File: src/rtl/uart_rx_frame_ctrl.sv
// Frame sequencer between uart_rx and a 32-bit valid/ready datapath: parses
// length-prefixed frames, packs payload little-endian, aborts on inter-byte timeout.
module uart_rx_frame_ctrl #(
  parameter int TIMEOUT_CLKS = 1048575
) (
  input  logic        i_Clock,
  input  logic        reset,
  input  logic        i_enable,
  input  logic        i_Rx_DV,
  input  logic [7:0]  i_Rx_Byte,
  output logic        o_receive,
  output logic [31:0] o_word,
  output logic        o_word_valid,
  input  logic        i_word_ready,
  output logic [2:0]  o_word_bytes,
  output logic        o_word_last,
  output logic        o_frame_done,
  output logic        o_frame_err,
  output logic        o_busy
);

  typedef enum logic [1:0] {
    S_WAIT_LEN = 2'd0,
    S_PAYLOAD  = 2'd1,
    S_HOLD     = 2'd2
  } state_t;

  localparam logic [19:0] TIMEOUT_LAST_C = 20'(TIMEOUT_CLKS - 1);

  state_t      state_r,      state_nxt_s;
  logic [7:0]  remaining_r,  remaining_nxt_s;
  logic [1:0]  byte_idx_r,   byte_idx_nxt_s;
  logic [19:0] timer_r,      timer_nxt_s;
  logic [31:0] word_r,       word_nxt_s;
  logic        word_valid_r, word_valid_nxt_s;
  logic [2:0]  word_bytes_r, word_bytes_nxt_s;
  logic        word_last_r,  word_last_nxt_s;
  logic        frame_done_r, frame_done_nxt_s;
  logic        frame_err_r,  frame_err_nxt_s;

  // State and datapath register bank
  always_ff @(posedge i_Clock) begin
    if (reset) begin
      state_r      <= S_WAIT_LEN;
      remaining_r  <= 8'd0;
      byte_idx_r   <= 2'd0;
      timer_r      <= 20'd0;
      word_r       <= 32'd0;
      word_valid_r <= 1'b0;
      word_bytes_r <= 3'd0;
      word_last_r  <= 1'b0;
      frame_done_r <= 1'b0;
      frame_err_r  <= 1'b0;
    end else begin
      state_r      <= state_nxt_s;
      remaining_r  <= remaining_nxt_s;
      byte_idx_r   <= byte_idx_nxt_s;
      timer_r      <= timer_nxt_s;
      word_r       <= word_nxt_s;
      word_valid_r <= word_valid_nxt_s;
      word_bytes_r <= word_bytes_nxt_s;
      word_last_r  <= word_last_nxt_s;
      frame_done_r <= frame_done_nxt_s;
      frame_err_r  <= frame_err_nxt_s;
    end
  end

  // Next-state and next-register decode
  always_comb begin
    state_nxt_s      = state_r;
    remaining_nxt_s  = remaining_r;
    byte_idx_nxt_s   = byte_idx_r;
    timer_nxt_s      = timer_r;
    word_nxt_s       = word_r;
    word_valid_nxt_s = word_valid_r;
    word_bytes_nxt_s = word_bytes_r;
    word_last_nxt_s  = word_last_r;
    frame_done_nxt_s = 1'b0;
    frame_err_nxt_s  = 1'b0;

    case (state_r)
      S_WAIT_LEN: begin
        if (i_Rx_DV) begin
          if (i_Rx_Byte == 8'd0) begin
            frame_done_nxt_s = 1'b1;
          end else begin
            remaining_nxt_s = i_Rx_Byte;
            byte_idx_nxt_s  = 2'd0;
            word_nxt_s      = 32'd0;
            timer_nxt_s     = 20'd0;
            state_nxt_s     = S_PAYLOAD;
          end
        end else begin
          timer_nxt_s = timer_r;
        end
      end

      S_PAYLOAD: begin
        // A byte on the expiry cycle wins over the timeout
        if (i_Rx_DV) begin
          case (byte_idx_r)
            2'd0:    word_nxt_s[7:0]   = i_Rx_Byte;
            2'd1:    word_nxt_s[15:8]  = i_Rx_Byte;
            2'd2:    word_nxt_s[23:16] = i_Rx_Byte;
            2'd3:    word_nxt_s[31:24] = i_Rx_Byte;
            default: word_nxt_s        = word_r;
          endcase
          remaining_nxt_s = remaining_r - 8'd1;
          timer_nxt_s     = 20'd0;
          if ((byte_idx_r == 2'd3) || (remaining_r == 8'd1)) begin
            state_nxt_s      = S_HOLD;
            word_valid_nxt_s = 1'b1;
            word_bytes_nxt_s = {1'b0, byte_idx_r} + 3'd1;
            word_last_nxt_s  = (remaining_r == 8'd1);
          end else begin
            byte_idx_nxt_s = byte_idx_r + 2'd1;
          end
        end else if (timer_r == TIMEOUT_LAST_C) begin
          frame_err_nxt_s = 1'b1;
          word_nxt_s      = 32'd0;
          byte_idx_nxt_s  = 2'd0;
          timer_nxt_s     = 20'd0;
          state_nxt_s     = S_WAIT_LEN;
        end else begin
          timer_nxt_s = timer_r + 20'd1;
        end
      end

      S_HOLD: begin
        if (i_word_ready) begin
          word_valid_nxt_s = 1'b0;
          word_bytes_nxt_s = 3'd0;
          word_last_nxt_s  = 1'b0;
          word_nxt_s       = 32'd0;
          byte_idx_nxt_s   = 2'd0;
          timer_nxt_s      = 20'd0;
          if (word_last_r) begin
            frame_done_nxt_s = 1'b1;
            state_nxt_s      = S_WAIT_LEN;
          end else begin
            state_nxt_s = S_PAYLOAD;
          end
        end else begin
          state_nxt_s = S_HOLD;
        end
      end

      default: begin
        state_nxt_s = S_WAIT_LEN;
      end
    endcase
  end

  // Receiver gate decoded from registered state so it drops on the first HOLD cycle
  always_comb begin
    o_receive = 1'b0;
    case (state_r)
      S_WAIT_LEN: o_receive = i_enable;
      S_PAYLOAD:  o_receive = 1'b1;
      S_HOLD:     o_receive = 1'b0;
      default:    o_receive = 1'b0;
    endcase
  end

  assign o_word       = word_r;
  assign o_word_valid = word_valid_r;
  assign o_word_bytes = word_bytes_r;
  assign o_word_last  = word_last_r;
  assign o_frame_done = frame_done_r;
  assign o_frame_err  = frame_err_r;
  assign o_busy       = (state_r != S_WAIT_LEN);

endmodule

File: config.mk
export PLATFORM = sky130hd
export DESIGN_NAME = uart_rx_frame_ctrl
export DESIGN_NICKNAME = d
export VERILOG_FILES = /design/src/rtl/uart_rx_frame_ctrl.sv
export SDC_FILE = /design/constraint.sdc
export NUM_CORES = 1
export LEC_CHECK = 0
export ABC_AREA = 1
export BUFFER_PORTS_ARGS = -buffer_cell sky130_fd_sc_hd__buf_2
export CAP_MARGIN = 0
export CORE_MARGIN = 4
export CORE_UTILIZATION = 60
export CTS_BUF_LIST = sky130_fd_sc_hd__clkbuf_16
export DETAILED_ROUTE_END_ITERATION = 12
export GPL_TIMING_DRIVEN = 0
export PLACE_DENSITY = 0.83
export REMOVE_ABC_BUFFERS = 1
export SYNTH_ARGS = -nofsm -noshare
export SYNTH_HDL_FRONTEND = slang
export SYNTH_SLANG_ARGS = --single-unit
File: constraint.sdc
create_clock -name i_Clock -period 3.35 [get_ports i_Clock]
set_clock_uncertainty 0.1 [all_clocks]
set_input_delay 0.335 -clock i_Clock [delete_from_list [all_inputs] [get_ports i_Clock]]
set_output_delay 0.335 -clock i_Clock [all_outputs]
set_load 0.01 [all_outputs]
==> impl_metrics.csv <==
group,metric,value,unit
critical_path,crit_fanout,29,
cells_and_area,stdcell_count,740,
global_route,track_usage,0.250,
floorplan,initial_utilization,0.614,
critical_path,r2r_setup_slack,0.60,ns
route,drtPass1Iterations,7,
critical_path,crit_slowest_cell,"a21oi_2",
clock_network,clockBufferDepth,2,
cells_and_area,postLayoutCoreUtil,0.701,
worst_hold_path,min_path_type,"in -> reg",
synthesis,ys_warn_count,0,
sta,worstMarginPinSlew,1.33,ns
clock_network,insertion_delay,0.33,ns
critical_path,rr_startpoint,"timer_r[0]$_SDFFE_PP0P_",
worst_hold_path,hold_depth,3,
synthesis,synth_top_family_by_area,"simple AND/OR/NAND/NOR gates",
cells_and_area,area_delta_synth_final,14.3,%
synthesis,synthXorXnorAreaFrac,0.0136,
place,placed_area,0.00415,sq mm
global_route,grt_pass1_wl,15500,um
cells_and_area,multi_input_area,0.00196,sq mm
clock_network,cts_resized,0,
cells_and_area,layout-drive-gt1-share,0.140,
floorplan,chipWidth,88.4,um
flow_run,cap_viol_max_count,0,
sta,setup_viol,0,
synthesis,synth_fa_ha_area_frac,0.0258,
cells_and_area,layout.area.seq,0.00142,sq mm
critical_path,start_kind,"register",
sta,fin_crit_sh,0.821,
critical_path,crit_type,"reg -> reg",
place,dpl.cell_count,725,
synthesis,netlist_area,0.00387,sq mm
clock_network,cts-root-buf,"clkbuf_16",
floorplan,die-height,88.4,um
clock_network,cts_inserted_buffers,9,
clock_network,clock_sinks,71,
synthesis,synth.largest_area_cell,"dfxtp_1",
synthesis,yosysMostFrequentCell,"nand2_1",
floorplan,ios,54,
sta,setup_tns,0,ns
sta,slew_violations,0,
synthesis,synthCells,610,
sta,clock.fmax,363,MHz
synthesis,synth-compound-area-share,0.0791,
route,wl_per_cell,12.6,um
critical_path,crit_family,"compound AO/OA/AOI/OAI gates",
cells_and_area,nNetsFinal,680,
critical_path,r2r_cells,12,
sta,slew_headroom,0.112,
power_and_ir_drop,leakagePower,2.25,nW
route,via_per_inst,5.14,
clock_network,htreeDepth,3,
run_status,outcome,"finished clean",
power_and_ir_drop,ir_drop,0.340,mV
place,hpwlAfterDp,6580,um
synthesis,ys.flop_type,"dfxtp_1",
route,vias,3804,
worst_hold_path,whs_endpoint,"o_word[16]$_SDFFE_PP0P_",
critical_path,worstPathArrival,2.91,ns
cells_and_area,num-fill-cells,543,
global_route,antenna_found_initial,0,
cells_and_area,n_antenna_cell,0,
critical_path,cp-end-kind,"register",
floorplan,core,0.00631,sq mm
synthesis,synth_seq_cells,71,
route,ant_nets,0,
synthesis,synth_common_cells,"nand2_1 (164), inv_1 (103), nor2_1 (92)",
global_route,grt_start_max_net_pins,41,
synthesis,synth-async-reset-ratio,0,
synthesis,synth_edf_count,0,
global_route,globalRouteOverflowTotal,0,
floorplan,num_rows,29,
critical_path,crit_required,3.51,ns
synthesis,synth_area_leaders,"dfxtp_1 (37%), nand2_1 (16%), inv_1 (10%)",
global_route,grt_pass1_vias,3565,
synthesis,post_synth_and_or_nand_nor_area_fraction,0.387,
critical_path,critical_path.cell_chain,"inv_1, ha_1, inv_1, nor2_1, nand2_1, nor2_1, nand2_1, a21oi_2, nand2_4, nand2_1, inv_1, nor2_1",
synthesis,synth_mux_area_frac,0,
critical_path,cp_slowest_stage_delay,1.06,ns
clock_network,cts_setup_buffers,0,
synthesis,synth_top_cell_area_share,0.367,
clock_network,cts_tree,"yes",
sta,period_needed,2.75,ns
place,port_buffers,53,
power_and_ir_drop,powerDensity,526,mW/mm^2
synthesis,post_synth.cell_area_avg,6.35,sq um
floorplan,dieArea,0.00781,sq mm
route,first_iter_violations,189,
worst_hold_path,hold_start,"i_Rx_Byte[0]",
synthesis,ys_seq_area_frac,0.367,
sta,finalHoldViolCount,0,
synthesis,synth_cell_types,32,
clock_network,postCtsHoldBufs,0,
route,drt-total-wl,9290,um
place,place.gp.congestion,0.865,
route,drc_errors,0,
clock_network,clkSlewWorstSetupHoldPaths,0.06,ns
sta,rsz0062_at_grt,"false",
critical_path,r2r-end,"o_word[1]$_SDFFE_PP0P_",
critical_path,critPathBufInv,3,
cells_and_area,final_area,0.00443,sq mm
==> sequential cells by signal, summed over array words and instances (netlist names), 2 cells and up <==
signal,cells
o_word_bytes,3
state_r,2
timer_r,20
o_word,32
byte_idx_r,2
remaining_r,8
==> cell families (layout without fill, tap and decap cells) <==
| family | after synthesis | after routing |
|---|---|---|
| simple gates | 343 | 343 |
| buf+inv | 124 | 177 |
| flops | 71 | 71 |
| compound gates | 58 | 58 |
| fa+ha+maj | 8 | 8 |
| xor+xnor | 6 | 6 |
==> worst max-delay path by stage <==
stage          slack (ns)                    start  cells past startpoint                endpoint
5_1_grt              0.30  timer_r[0]$_SDFFE_PP0P_                     12  o_word[4]$_SDFFE_PP0P_
4_1_cts              0.64  timer_r[0]$_SDFFE_PP0P_                     12  o_word[1]$_SDFFE_PP0P_
2_1_floorplan        1.14  timer_r[0]$_SDFFE_PP0P_                     12  o_word[0]$_SDFFE_PP0P_
6_report             0.60  timer_r[0]$_SDFFE_PP0P_                     12  o_word[1]$_SDFFE_PP0P_
3_3_place_gp         0.77  timer_r[0]$_SDFFE_PP0P_                     12  o_word[0]$_SDFFE_PP0P_
3_5_place_dp         0.68  timer_r[0]$_SDFFE_PP0P_                     12  o_word[1]$_SDFFE_PP0P_
==> cell type report <==
cell class              count  area share
clock buffers               9      0.0509
clock inverters             6      0.0122
inverters                 109      0.0924
multi-input cells         415       0.442
flip-flops and latches     71       0.321
well taps                  77      0.0218
repair buffers             53      0.0599
==> routing by layer <==
layer  wire, um  track usage  vias up
li1           -            -     1967
met1       3990        0.297     1712
met2       4640        0.436      102
met3        450       0.0577       23
met4        214        0.100        0
met5          0            0        -
==> placed cells by master, fill, tap and decap left out, types with 2 or more instances in the layout <==
cell type / count
ha_1: 8
clkbuf_16: 9
nand3b_1: 2
nand3_1: 50
nor2_4: 4
inv_1: 104
dfxtp_1: 71
nor2_2: 6
nand3_2: 2
a21oi_1: 27
o21ai_1: 3
nor3_1: 7
nand4_1: 7
clkinv_1: 2
o21ai_0: 22
nand2_4: 4
o21bai_1: 3
nor2_1: 92
nand2_1: 164
xor2_1: 6
inv_2: 6
buf_2: 53
==> report_power, final <==
| group | internal, mW | switching (mW) |
|---|---|---|
| registers | 0.910 | 0.0396 |
| logic | 0.156 | 0.304 |
| clock network | 0.563 | 0.356 |
| total | 1.63 | 0.700 |
==> stage by stage <==
stage	hold WS [ns]	power (mW)	worst slack (ns)
finish	0.199	2.33	0.598
global route	0.212	2.45	0.304
CTS	0.193	2.33	0.636
detailed placement	0.355	1.42	0.678
global placement	0.350	1.41	0.767
floorplan	0.304	1.28	1.14
==> worst min-delay path: stages <==
cell	delay (ns)
buf_2	0.12
a21oi_1	0.06
nor2_1	0.08
Power figures use the tool's default switching activity.
